<file path="src/rtl/bp_pkg.sv">
// rtl/bp_pkg.sv - Shared gshare predictor types, constants and saturating-counter helper
package bp_pkg;

  localparam int IDX_W = 4;
  localparam int CNT_W = 2;

  localparam logic [CNT_W-1:0] WEAK_NT = 2'b01;

  typedef enum logic [1:0] {
    IDLE   = 2'd0,
    UPD_RD = 2'd1,
    INIT   = 2'd2
  } pht_state_e;

  typedef struct packed {
    logic [IDX_W-1:0] idx;
    logic [IDX_W-1:0] ghr;
    logic             taken;
  } upd_entry_t;

  function automatic logic [CNT_W-1:0] sat_update(input logic [CNT_W-1:0] cnt,
                                                  input logic             taken);
    logic [CNT_W-1:0] res;
    res = cnt;
    if (taken && (cnt != '1)) begin
      res = cnt + CNT_W'(1);
    end else if (!taken && (cnt != '0)) begin
      res = cnt - CNT_W'(1);
    end
    return res;
  endfunction

endpackage

</file>
<file path="src/rtl/pht_access_controller_if.sv">
// rtl/pht_access_controller_if.sv - Lookup, update and PHT RAM signals of the PHT access controller
interface pht_access_controller_if #(
  parameter int IDX_W = bp_pkg::IDX_W,
  parameter int CNT_W = bp_pkg::CNT_W
);

  logic             lk_valid;
  logic [31:0]      lk_pc;
  logic [IDX_W-1:0] lk_ghr;
  logic             lk_ready;
  logic             pred_valid;
  logic             pred_taken;
  logic             upd_valid;
  logic [31:0]      upd_pc;
  logic [IDX_W-1:0] upd_ghr;
  logic             upd_taken;
  logic             upd_ready;
  logic             ram_en;
  logic             ram_we;
  logic [IDX_W-1:0] ram_addr;
  logic [CNT_W-1:0] ram_wdata;
  logic [CNT_W-1:0] ram_rdata;
  logic             busy;

  modport master (
    output lk_valid, lk_pc, lk_ghr, upd_valid, upd_pc, upd_ghr, upd_taken, ram_rdata,
    input  lk_ready, pred_valid, pred_taken, upd_ready, ram_en, ram_we, ram_addr, ram_wdata, busy
  );

  modport slave (
    input  lk_valid, lk_pc, lk_ghr, upd_valid, upd_pc, upd_ghr, upd_taken, ram_rdata,
    output lk_ready, pred_valid, pred_taken, upd_ready, ram_en, ram_we, ram_addr, ram_wdata, busy
  );

endinterface

</file>
<file path="src/rtl/pht_update_fifo.sv">
// rtl/pht_update_fifo.sv - Synchronous DEPTH-entry FIFO for pending PHT counter updates
module pht_update_fifo #(
  parameter int DEPTH = 2,
  parameter int DW    = 9
) (
  input  logic          clk,
  input  logic          reset,
  input  logic          i_push,
  input  logic [DW-1:0] i_data,
  input  logic          i_pop,
  output logic [DW-1:0] o_data,
  output logic          o_full,
  output logic          o_empty
);

  localparam int AW = (DEPTH > 1) ? $clog2(DEPTH) : 1;
  localparam int CW = $clog2(DEPTH + 1);

  logic [DW-1:0] r_mem [DEPTH];
  logic [AW-1:0] r_wr_ptr;
  logic [AW-1:0] r_rd_ptr;
  logic [CW-1:0] r_count;
  logic          w_do_push;
  logic          w_do_pop;

  function automatic logic [AW-1:0] ptr_inc(input logic [AW-1:0] p);
    return (p == AW'(DEPTH - 1)) ? '0 : p + AW'(1);
  endfunction

  assign o_full    = (r_count == CW'(DEPTH));
  assign o_empty   = (r_count == '0);
  assign w_do_push = i_push && !o_full;
  assign w_do_pop  = i_pop && !o_empty;
  assign o_data    = r_mem[r_rd_ptr];

  always_ff @(posedge clk) begin
    if (w_do_push) begin
      r_mem[r_wr_ptr] <= i_data;
    end
  end

  always_ff @(posedge clk) begin
    if (!reset) begin
      r_wr_ptr <= '0;
      r_rd_ptr <= '0;
      r_count  <= '0;
    end else begin
      if (w_do_push) r_wr_ptr <= ptr_inc(r_wr_ptr);
      if (w_do_pop)  r_rd_ptr <= ptr_inc(r_rd_ptr);
      case ({w_do_push, w_do_pop})
        2'b10:   r_count <= r_count + CW'(1);
        2'b01:   r_count <= r_count - CW'(1);
        default: r_count <= r_count;
      endcase
    end
  end

endmodule

</file>
<file path="src/rtl/pht_access_controller.sv">
// rtl/pht_access_controller.sv - Single-port gshare PHT arbiter: lookups vs queued read-modify-write updates
// Optional macro PHT_INIT_EN: after reset, sweep WEAK_NT into every entry before serving requests.
module pht_access_controller #(
  parameter int IDX_W      = bp_pkg::IDX_W,
  parameter int CNT_W      = bp_pkg::CNT_W,
  parameter int QDEPTH     = 2,
  parameter int STARVE_MAX = 4
) (
  input logic                    clk,
  input logic                    reset,
  pht_access_controller_if.slave bus
);

  import bp_pkg::*;

  localparam int              SCW        = $clog2(STARVE_MAX + 1);
  localparam logic [SCW-1:0]  STARVE_LIM = SCW'(STARVE_MAX);
`ifdef PHT_INIT_EN
  localparam pht_state_e      RESET_STATE = INIT;
`else
  localparam pht_state_e      RESET_STATE = IDLE;
`endif

  pht_state_e       r_state;
  pht_state_e       w_next_state;
  logic [SCW-1:0]   r_starve_cnt;
  upd_entry_t       r_work;
  upd_entry_t       w_head;
  upd_entry_t       w_push_entry;
  logic             r_pred_pending;
  logic             w_fifo_full;
  logic             w_fifo_empty;
  logic             w_take_upd;
  logic             w_grant_lk;
  logic             w_pop;
  logic             w_push;
  logic             w_upd_ready;
  logic [IDX_W-1:0] w_lk_idx;
  logic             w_ram_en;
  logic             w_ram_we;
  logic [IDX_W-1:0] w_ram_addr;
  logic [CNT_W-1:0] w_ram_wdata;
  logic             w_unused_pc;
`ifdef PHT_INIT_EN
  logic [IDX_W-1:0] r_init_addr;
`endif

  assign w_lk_idx     = bus.lk_pc[IDX_W+1:2] ^ bus.lk_ghr;
  assign w_push_entry = '{idx: bus.upd_pc[IDX_W+1:2], ghr: bus.upd_ghr, taken: bus.upd_taken};
  assign w_unused_pc  = ^{bus.lk_pc[31:IDX_W+2], bus.lk_pc[1:0],
                          bus.upd_pc[31:IDX_W+2], bus.upd_pc[1:0]};

  // Updates win when lookups are idle or have held the port STARVE_MAX times in a row.
  assign w_take_upd  = (r_state == IDLE) && !w_fifo_empty &&
                       (!bus.lk_valid || (r_starve_cnt == STARVE_LIM));
  assign w_grant_lk  = reset && (r_state == IDLE) && bus.lk_valid && !w_take_upd;
  assign w_pop       = reset && w_take_upd;
  assign w_upd_ready = reset && !w_fifo_full && (r_state != INIT);
  assign w_push      = bus.upd_valid && w_upd_ready;

  pht_update_fifo #(
    .DEPTH (QDEPTH),
    .DW    ($bits(upd_entry_t))
  ) u_fifo (
    .clk     (clk),
    .reset   (reset),
    .i_push  (w_push),
    .i_data  (w_push_entry),
    .i_pop   (w_pop),
    .o_data  (w_head),
    .o_full  (w_fifo_full),
    .o_empty (w_fifo_empty)
  );

  always_ff @(posedge clk) begin
    if (!reset) begin
      r_state <= RESET_STATE;
    end else begin
      r_state <= w_next_state;
    end
  end

  always_comb begin
    w_next_state = r_state;
    case (r_state)
      IDLE:    if (w_take_upd) w_next_state = UPD_RD;
      UPD_RD:  w_next_state = IDLE;
`ifdef PHT_INIT_EN
      INIT:    if (r_init_addr == '1) w_next_state = IDLE;
`endif
      default: w_next_state = IDLE;
    endcase
  end

  always_comb begin
    w_ram_en    = 1'b0;
    w_ram_we    = 1'b0;
    w_ram_addr  = '0;
    w_ram_wdata = '0;
    case (r_state)
      IDLE: begin
        if (w_take_upd) begin
          w_ram_en   = 1'b1;
          w_ram_addr = w_head.idx ^ w_head.ghr;
        end else if (w_grant_lk) begin
          w_ram_en   = 1'b1;
          w_ram_addr = w_lk_idx;
        end
      end
      UPD_RD: begin
        w_ram_en    = 1'b1;
        w_ram_we    = 1'b1;
        w_ram_addr  = r_work.idx ^ r_work.ghr;
        w_ram_wdata = sat_update(bus.ram_rdata, r_work.taken);
      end
`ifdef PHT_INIT_EN
      INIT: begin
        w_ram_en    = 1'b1;
        w_ram_we    = 1'b1;
        w_ram_addr  = r_init_addr;
        w_ram_wdata = WEAK_NT;
      end
`endif
      default: begin
        w_ram_en = 1'b0;
      end
    endcase
    // Reset wins over an in-flight write so the old counter survives.
    if (!reset) begin
      w_ram_en = 1'b0;
      w_ram_we = 1'b0;
    end
  end

  always_ff @(posedge clk) begin
    if (!reset) begin
      r_starve_cnt   <= '0;
      r_pred_pending <= 1'b0;
      r_work         <= '0;
    end else begin
      r_pred_pending <= w_grant_lk;
      if (w_pop) begin
        r_work       <= w_head;
        r_starve_cnt <= '0;
      end else if (w_grant_lk && !w_fifo_empty && (r_starve_cnt != STARVE_LIM)) begin
        r_starve_cnt <= r_starve_cnt + SCW'(1);
      end
    end
  end

`ifdef PHT_INIT_EN
  always_ff @(posedge clk) begin
    if (!reset) begin
      r_init_addr <= '0;
    end else if (r_state == INIT) begin
      r_init_addr <= r_init_addr + IDX_W'(1);
    end
  end
`endif

  assign bus.lk_ready   = w_grant_lk;
  assign bus.upd_ready  = w_upd_ready;
  assign bus.pred_valid = reset && r_pred_pending;
  assign bus.pred_taken = reset && r_pred_pending && bus.ram_rdata[CNT_W-1];
  assign bus.ram_en     = w_ram_en;
  assign bus.ram_we     = w_ram_we;
  assign bus.ram_addr   = w_ram_addr;
  assign bus.ram_wdata  = w_ram_wdata;
  assign bus.busy       = reset && ((r_state != IDLE) || !w_fifo_empty);

endmodule

</file>
<file path="src/flat_wrapper.sv">
// flat-port wrapper written by rule: the top's interface ports become plain ports
module pht_access_controller_flat import bp_pkg::*;
#(
  parameter int IDX_W      = bp_pkg::IDX_W,
  parameter int CNT_W      = bp_pkg::CNT_W,
  parameter int QDEPTH     = 2,
  parameter int STARVE_MAX = 4
)
  (clk, reset, bus_lk_valid, bus_lk_pc, bus_lk_ghr, bus_upd_valid, bus_upd_pc, bus_upd_ghr, bus_upd_taken, bus_ram_rdata, bus_lk_ready, bus_pred_valid, bus_pred_taken, bus_upd_ready, bus_ram_en, bus_ram_we, bus_ram_addr, bus_ram_wdata, bus_busy);
  pht_access_controller_if #(.IDX_W(IDX_W), .CNT_W(CNT_W)) bus_i ();
  input logic clk;
  input logic reset;
  input wire logic [$bits(bus_i.lk_valid)-1:0] bus_lk_valid;
  input wire logic [$bits(bus_i.lk_pc)-1:0] bus_lk_pc;
  input wire logic [$bits(bus_i.lk_ghr)-1:0] bus_lk_ghr;
  input wire logic [$bits(bus_i.upd_valid)-1:0] bus_upd_valid;
  input wire logic [$bits(bus_i.upd_pc)-1:0] bus_upd_pc;
  input wire logic [$bits(bus_i.upd_ghr)-1:0] bus_upd_ghr;
  input wire logic [$bits(bus_i.upd_taken)-1:0] bus_upd_taken;
  input wire logic [$bits(bus_i.ram_rdata)-1:0] bus_ram_rdata;
  output wire logic [$bits(bus_i.lk_ready)-1:0] bus_lk_ready;
  output wire logic [$bits(bus_i.pred_valid)-1:0] bus_pred_valid;
  output wire logic [$bits(bus_i.pred_taken)-1:0] bus_pred_taken;
  output wire logic [$bits(bus_i.upd_ready)-1:0] bus_upd_ready;
  output wire logic [$bits(bus_i.ram_en)-1:0] bus_ram_en;
  output wire logic [$bits(bus_i.ram_we)-1:0] bus_ram_we;
  output wire logic [$bits(bus_i.ram_addr)-1:0] bus_ram_addr;
  output wire logic [$bits(bus_i.ram_wdata)-1:0] bus_ram_wdata;
  output wire logic [$bits(bus_i.busy)-1:0] bus_busy;
  assign bus_i.lk_valid = bus_lk_valid;
  assign bus_i.lk_pc = bus_lk_pc;
  assign bus_i.lk_ghr = bus_lk_ghr;
  assign bus_i.upd_valid = bus_upd_valid;
  assign bus_i.upd_pc = bus_upd_pc;
  assign bus_i.upd_ghr = bus_upd_ghr;
  assign bus_i.upd_taken = bus_upd_taken;
  assign bus_i.ram_rdata = bus_ram_rdata;
  assign bus_lk_ready = bus_i.lk_ready;
  assign bus_pred_valid = bus_i.pred_valid;
  assign bus_pred_taken = bus_i.pred_taken;
  assign bus_upd_ready = bus_i.upd_ready;
  assign bus_ram_en = bus_i.ram_en;
  assign bus_ram_we = bus_i.ram_we;
  assign bus_ram_addr = bus_i.ram_addr;
  assign bus_ram_wdata = bus_i.ram_wdata;
  assign bus_busy = bus_i.busy;
  pht_access_controller #(.IDX_W(IDX_W), .CNT_W(CNT_W), .QDEPTH(QDEPTH), .STARVE_MAX(STARVE_MAX)) u_core (.clk(clk), .reset(reset), .bus(bus_i));
endmodule
</file>
<file path="config.mk">
export PLATFORM = sky130hd
export DESIGN_NAME = pht_access_controller_flat
export DESIGN_NICKNAME = d
export VERILOG_FILES = /design/src/rtl/bp_pkg.sv /design/src/rtl/pht_access_controller_if.sv /design/src/rtl/pht_update_fifo.sv /design/src/rtl/pht_access_controller.sv /design/src/flat_wrapper.sv
export SDC_FILE = /design/constraint.sdc
export NUM_CORES = 1
export LEC_CHECK = 0
export CAP_MARGIN = 30
export CORE_MARGIN = 3
export CORE_UTILIZATION = 36
export CTS_CLUSTER_DIAMETER = 100
export CTS_CLUSTER_SIZE = 24
export DETAILED_ROUTE_END_ITERATION = 6
export GPL_TIMING_DRIVEN = 0
export HOLD_SLACK_MARGIN = 0.05
export PLACE_DENSITY = 0.75
export SETUP_SLACK_MARGIN = 0.1
export SLEW_MARGIN = 40
export SYNTH_ARGS = -nofsm -noshare
export SYNTH_HDL_FRONTEND = slang
export SYNTH_SLANG_ARGS = --single-unit
</file>
<file path="constraint.sdc">
create_clock -name clk -period 2.2 [get_ports clk]
set_input_delay 0.22 -clock clk [delete_from_list [all_inputs] [get_ports clk]]
set_output_delay 0.22 -clock clk [all_outputs]
set_load 0.02 [all_outputs]
</file>
==> run_results.csv, run 1 <==
group,metric,value,unit
status,status,"finished, final reports clean",
final_layout,final_cell_mix,"clkdlybuf4s50_1, dfxtp_1, edfxtp_1, mux2i_1, a21oi_1",
logic_synthesis,synth_warnings,0,
drt,antenna_left,0,
logic_synthesis,synth_cell_type_count,41,
logic_synthesis,synth_cells,168,
power_and_ir_drop,total_leakage_power,0.901,nW
logic_synthesis,synthTopCellsByArea,"edfxtp_1, dfxtp_1, mux2i_1",
power_and_ir_drop,internal-power,1.31,mW
final_layout,final_cell_area,0.00245,mm²
floorplanning,fp.dieW,78.4,µm
placed_design,place.port_buffers,35,
clocking,cts-root-buf,"clkbuf_8",
floorplanning,core,0.00488,mm²
setup_path,cp-startpoint,"u_core.r_starve_cnt[1]",
timing,timing.final.crit_share,93.1,%
timing,setup_violations,0,
logic_synthesis,synthFlopType,"dfxtp_1",
timing,worst_pin_slew,0.694,ns
floorplanning,die_h,78.4,µm
setup_path,path_cells,"inv_1, ha_4, a21bo_2, buf_4, nand2_8, nor2_1, ha_1, or3_1, a21oi_2",
timing,finalHoldViolCount,0,
global_route,antenna_found_initial,0,
power_and_ir_drop,irDropWorstVdd,0.348,mV
logic_synthesis,synth_top_area_share,28.7,%
global_route,grt_max_degree,14,
job,cap_violations,0,
timing,relSlewSlack,53.6,%
final_layout,utilization,50.2,%
power_and_ir_drop,switching_share,27.3,%
logic_synthesis,async_flop_share,0,%
clocking,hold_buffers,0,
timing,maxSlewViolCount,0,
clocking,clock_path_buffers,2,
clocking,cts_tree,"yes",
setup_path,r2r-start,"u_core.r_starve_cnt[1]",
power_and_ir_drop,power_density,733,mW/mm²
global_route,gr-total-overflow,0,
floorplanning,rows,25,
hold_path,holdCritStartpoint,"u_core.r_starve_cnt[0]",
floorplanning,die_area,0.00614,mm²
power_and_ir_drop,p_seq_share,44.6,%
drt,drcViolationCount,0,
placed_design,detailed_place_hpwl,2630,µm
timing,finalSetupTns,0,ns
placed_design,gp_congestion,0.718,
power_and_ir_drop,p_sw,490,µW
drt,wire_per_inst,12.4,µm
final_layout,final_common_cell,"clkdlybuf4s50_1",
final_layout,syn2layout_area_growth,30.0,%
final_layout,antenna_cells,0,
placed_design,place_area,0.00232,mm²
logic_synthesis,netlist_area,0.00189,mm²
floorplanning,ios,92,
power_and_ir_drop,pwr-share-comb,22.7,%
clocking,clk_latency,0.29,ns
power_and_ir_drop,power.clock.fraction,32.7,%
global_route,grt_pass1_wl,5550,µm
setup_path,cp_slowest_cell,"or3_1",
final_layout,drive_gt1_share,17.0,%
setup_path,critPathArrivalTime,2.28,ns
logic_synthesis,synth_fp_nets,253,
clocking,cts.sinks,37,
logic_synthesis,avgSynthCellArea,11.2,µm²
drt,vias_per_cell,4.88,
drt,routed_wl,3460,µm
final_layout,num-nets-final,296,
setup_path,end_kind,"register",
timing,fmax,488,MHz
timing,period_needed,2.05,ns
global_route,grt_usage,11.5,%
drt,vias,1361,
timing,skew,0.00649,ns
clocking,cts.htree.levels,2,
setup_path,startpoint_type,"register",
setup_path,cp.required,2.43,ns
logic_synthesis,yosysSeqAreaShare,48.8,%
logic_synthesis,yosysTopAreaCell,"edfxtp_1",
hold_path,hp-class,"reg2reg",
drt,drt_iter0_markers,94,
setup_path,critPathMaxFanout,10,
setup_path,path_buf_inv,2,
global_route,grt_pass1_vias,1236,
setup_path,critPathMaxStageDelay,0.40,ns
drt,drt_pre_antenna_iters,4,
logic_synthesis,synth-seq-cells,37,
setup_path,critical_path_class,"reg2reg",
power_and_ir_drop,total_power,1.80,mW
timing,rsz0062_at_grt,"yes",
clocking,numCtsBuffers,5,
setup_path,cp_top_family,"simple AND/OR/NAND/NOR gates",
clocking,cts.clk_slew.worst_paths,0.08,ns
floorplanning,start_util,38.6,%
logic_synthesis,synth_edf_count,18,
[worst paths after layout]
| check | end | slack, ns | depth (start not counted) |
|---|---|---|---|
| worst min register to register | u_core.r_starve_cnt[0] | 0.50 | 2 |
| worst min-delay path | u_core.r_starve_cnt[0] | 0.50 | 2 |
| worst max-delay path | u_core.u_fifo.r_count[1] | 0.15 | 9 |
| worst max register to register | u_core.u_fifo.r_count[1] | 0.15 | 9 |
[logic make-up (layout without fill, tap and decap cells)]
logic type / count (synthesis) / in the layout / synth area share (%)
compound gates: 47 / 47 / 18.7
xor+xnor: 19 / 19 / 8.83
fa+ha+maj: 6 / 6 / 3.98
buf+inv: 17 / 61 / 4.18
flops: 37 / 37 / 48.8
mux: 14 / 14 / 7.43
simple gates: 28 / 28 / 8.03
[power by group through the flow]
stage / Sequential [mW] / Clock, mW / Combinational, mW
global route: 0.807 / 0.631 / 0.448
detailed placement: 0.817 / 0 / 0.405
floorplan: 0.811 / 0 / 0.273
finish: 0.801 / 0.588 / 0.408
global placement: 0.815 / 0 / 0.399
CTS: 0.802 / 0.595 / 0.408
[cells in the mapped netlist (all sizes together) (2+ instances only)]
cell type / count
a211oi: 10
a21oi: 15
a31o: 2
and2: 4
buf: 5
clkbuf: 3
dfxtp: 19
edfxtp: 18
ha: 6
inv: 9
mux2i: 14
nand2: 6
nand3: 3
nor2: 6
o21a: 2
o21ai: 6
o221ai: 4
or3: 2
xnor2: 6
xor2: 13
[metal layers]
layer | track usage [%] | vias up | part of all wire [%]
met5 | 0 | - | 0
met4 | 5.24 | 0 | 1.7
met3 | 4.59 | 7 | 6.0
met2 | 17.6 | 35 | 44
met1 | 14.2 | 625 | 48
li1 | - | 694 | -
[what timing repair did]
| item | CTS | global route |
|---|---|---|
| resized for setup | 17 | 8 |
| setup endpoints to repair | 12 | 5 |
| pin swaps | 1 | 1 |
| buffers inserted | 1 | 0 |
[through the flow]
stage / worst slack (ns) / hold WS (ns) / instances
2_1_floorplan: 0.144 / 0.319 / 168
3_3_place_gp: -0.0805 / 0.485 / 270
3_5_place_dp: -0.102 / 0.489 / 270
4_1_cts: 0.0411 / 0.498 / 279
5_1_grt: 0.0313 / 0.502 / 279
6_report: 0.153 / 0.497 / 279
[state kept, by name, indices dropped and copies added (netlist names), named ones only]
register	flops
u_core.u_fifo.r_mem	18
u_core.u_fifo.r_count	2
u_core.r_starve_cnt	3
u_core.r_state	1
u_core.r_pred_pending	1
u_core.u_fifo.r_wr_ptr	1
u_core.u_fifo.r_rd_ptr	1
u_core.r_work	9
[worst min-delay path, cell delays in order, from the launching register on]
cell and delay, ns:
dfxtp_2 0.33, o21ai_0 0.07, a21oi_1 0.06
[cell type report]
| class | count | area, µm² |
|---|---|---|
| plain buffers | 8 | 46.3 |
| clock buffers | 5 | 68.8 |
| clock inverters | 3 | 46.3 |
| fillers | 472 | 2430 |
| inverters | 9 | 33.8 |
| multi-input cells | 114 | 916 |
| flip-flops and latches | 37 | 922 |
| well taps | 67 | 83.8 |
| repair buffers | 36 | 334 |
Power figures use the tool's default switching activity.
==> run 2: changes to the inputs <==
Settings changed: PLACE_DENSITY 0.75 to 0.82.
==> run 2 against run 1 <==
  * Non-clock buffer count unchanged
  * Worst setup slack improved by 0.034 ns
  * First-iteration DRC count increased by 13%
  * Critical endpoint is now bus_ram_en
  * Largest power group unchanged
==> run_results.csv, run 2 (synthesis gave the netlist of run 1 again) <==
group,metric,value,unit
final_layout,syn2layout_area_growth,28.1,%
timing,holdWs,0.494,ns
timing,rsz0062_at_grt,"no",
final_layout,final_common_cell,"clkdlybuf4s50_1",
final_layout,num-nets-final,296,
timing,maxSlewViolCount,0,
global_route,antenna_found_initial,0,
status,status,"finished, final reports clean",
setup_path,critPathMaxStageDelay,0.53,ns
clocking,numCtsBuffers,5,
setup_path,cp.required,1.98,ns
timing,finalHoldViolCount,0,
clocking,cts.clk_slew.worst_paths,0.07,ns
timing,timing.final.crit_share,91.5,%
timing,relSlewSlack,50.2,%
drt,routed_wl,3520,µm
timing,setup_violations,0,
floorplanning,die_area,0.00614,mm²
setup_path,r2r-start,"u_core.r_starve_cnt[0]",
final_layout,final_cell_mix,"clkdlybuf4s50_1, edfxtp_1, dfxtp_1, a21oi_1, mux2i_1",
hold_path,holdCritStartpoint,"u_core.r_starve_cnt[0]",
global_route,grt_pass1_wl,5780,µm
setup_path,cp_slowest_cell,"clkdlybuf4s50_1",
clocking,cts.sinks,37,
power_and_ir_drop,irDropWorstVdd,0.276,mV
drt,antenna_left,0,
final_layout,drive_gt1_share,16.5,%
drt,vias,1355,
setup_path,critPathArrivalTime,1.79,ns
setup_path,startpoint_type,"register",
final_layout,antenna_cells,0,
floorplanning,fp.dieW,78.4,µm
floorplanning,ios,92,
final_layout,stdcell_count,279,
drt,drcViolationCount,0,
timing,skew,0.00883,ns
floorplanning,core,0.00488,mm²
drt,wire_per_inst,12.6,µm
floorplanning,rows,25,
global_route,grt_pass1_vias,1297,
placed_design,gp_congestion,0.732,
global_route,grt_usage,12.2,%
final_layout,utilization,49.5,%
final_layout,largest_reg_flops,18,
power_and_ir_drop,power_density,680,mW/mm²
clocking,cts-root-buf,"clkbuf_8",
timing,worst_pin_slew,0.745,ns
setup_path,cp-startpoint,"u_core.u_fifo.r_count[0]",
global_route,grt_max_degree,12,
drt,vias_per_cell,4.86,
clocking,cts.htree.levels,2,
power_and_ir_drop,total_power,1.64,mW
placed_design,detailed_place_hpwl,2680,µm
floorplanning,start_util,38.6,%
drt,drt_pre_antenna_iters,4,
final_layout,largestRegisters,"u_core.u_fifo.r_mem: 18 flops, u_core.r_work: 9 flops, u_core.r_starve_cnt: 3 flops",
power_and_ir_drop,total_leakage_power,0.893,nW
global_route,gr-total-overflow,0,
job,cap_violations,0,
placed_design,place.port_buffers,35,
timing,period_needed,2.01,ns
setup_path,end_kind,"output pin",
drt,drt_iter0_markers,106,
hold_path,hp-class,"reg2reg",
final_layout,nFillCells,456,
setup_path,critical_path_class,"reg2out",
clocking,clk_latency,0.29,ns
clocking,cts_tree,"yes",
setup_path,path_cells,"buf_4, or2_4, o31a_1, clkdlybuf4s50_1",
final_layout,top_register,"u_core.u_fifo.r_mem",
placed_design,post-place-cells,270,
timing,fmax,497,MHz
floorplanning,die_h,78.4,µm
setup_path,critPathMaxFanout,9,
clocking,clock_path_buffers,2,
## run 2: where the power goes
part | total [mW] | internal (mW) | switching, mW
Clock | 0.432 | 0.213 | 0.219
Combinational | 0.409 | 0.195 | 0.214
Sequential | 0.803 | 0.773 | 0.0291
Total | 1.64 | 1.18 | 0.462
## run 2: worst max-delay path: cells and delay by family, from the launching register on
| kind | cells | cell delay [ns] |
|---|---|---|
| AO/OA/AOI/OAI | 1 | 0.24 |
| flip-flops | 1 | 0.30 |
| AND/OR/NAND/NOR | 1 | 0.28 |
| buffers and inverters | 2 | 0.69 |
## run 2: what timing repair did
item / CTS / global route
pin swaps: 1 / 1
hold buffers: 0 / 0
gates cloned: 0 / 0
setup endpoints to repair: 11 / 2
resized for setup: 21 / 6
setup buffers: 1 / 0
## run 2: final cells by class
cell class,instances,area (µm²),share of cell area [%]
timing repair buffer,36,334,13.8
tap,67,83.8,3.47
multi-input combinational,114,912,37.8
clock buffer,5,68.8,2.85
inverter,9,33.8,1.40
clock inverter,3,12.5,0.518
buffer,8,47.5,1.97
sequential,37,923,38.2
## run 2: metal layers
layer,share of wire (%),up-vias,track usage (%),routed length [µm]
met1,46,615,15.1,1620
met3,6.8,6,4.24,240
li1,-,694,-,-
met5,0,-,0,0
met2,46,40,19.0,1610
met4,1.5,0,5.77,53
## run 2: path summary, 6_finish.rpt
path	endpoint	slack, ns	depth (start not counted)
worst min register to register	u_core.r_starve_cnt[0]	0.49	2
worst min-delay path	u_core.r_starve_cnt[0]	0.49	2
worst max register to register	u_core.u_fifo.r_count[1]	0.20	9
worst max-delay path	bus_ram_en	0.19	4
## run 2: metrics by stage
step           setup TNS [ns]  cell area, µm²  setup slack, ns
6_report                    0            2420            0.186
5_1_grt                     0            2420            0.106
4_1_cts                     0            2410           0.0743
3_5_place_dp            -1.15            2320           -0.118
3_3_place_gp           -0.763            2320          -0.0811
2_1_floorplan               0            1890            0.144
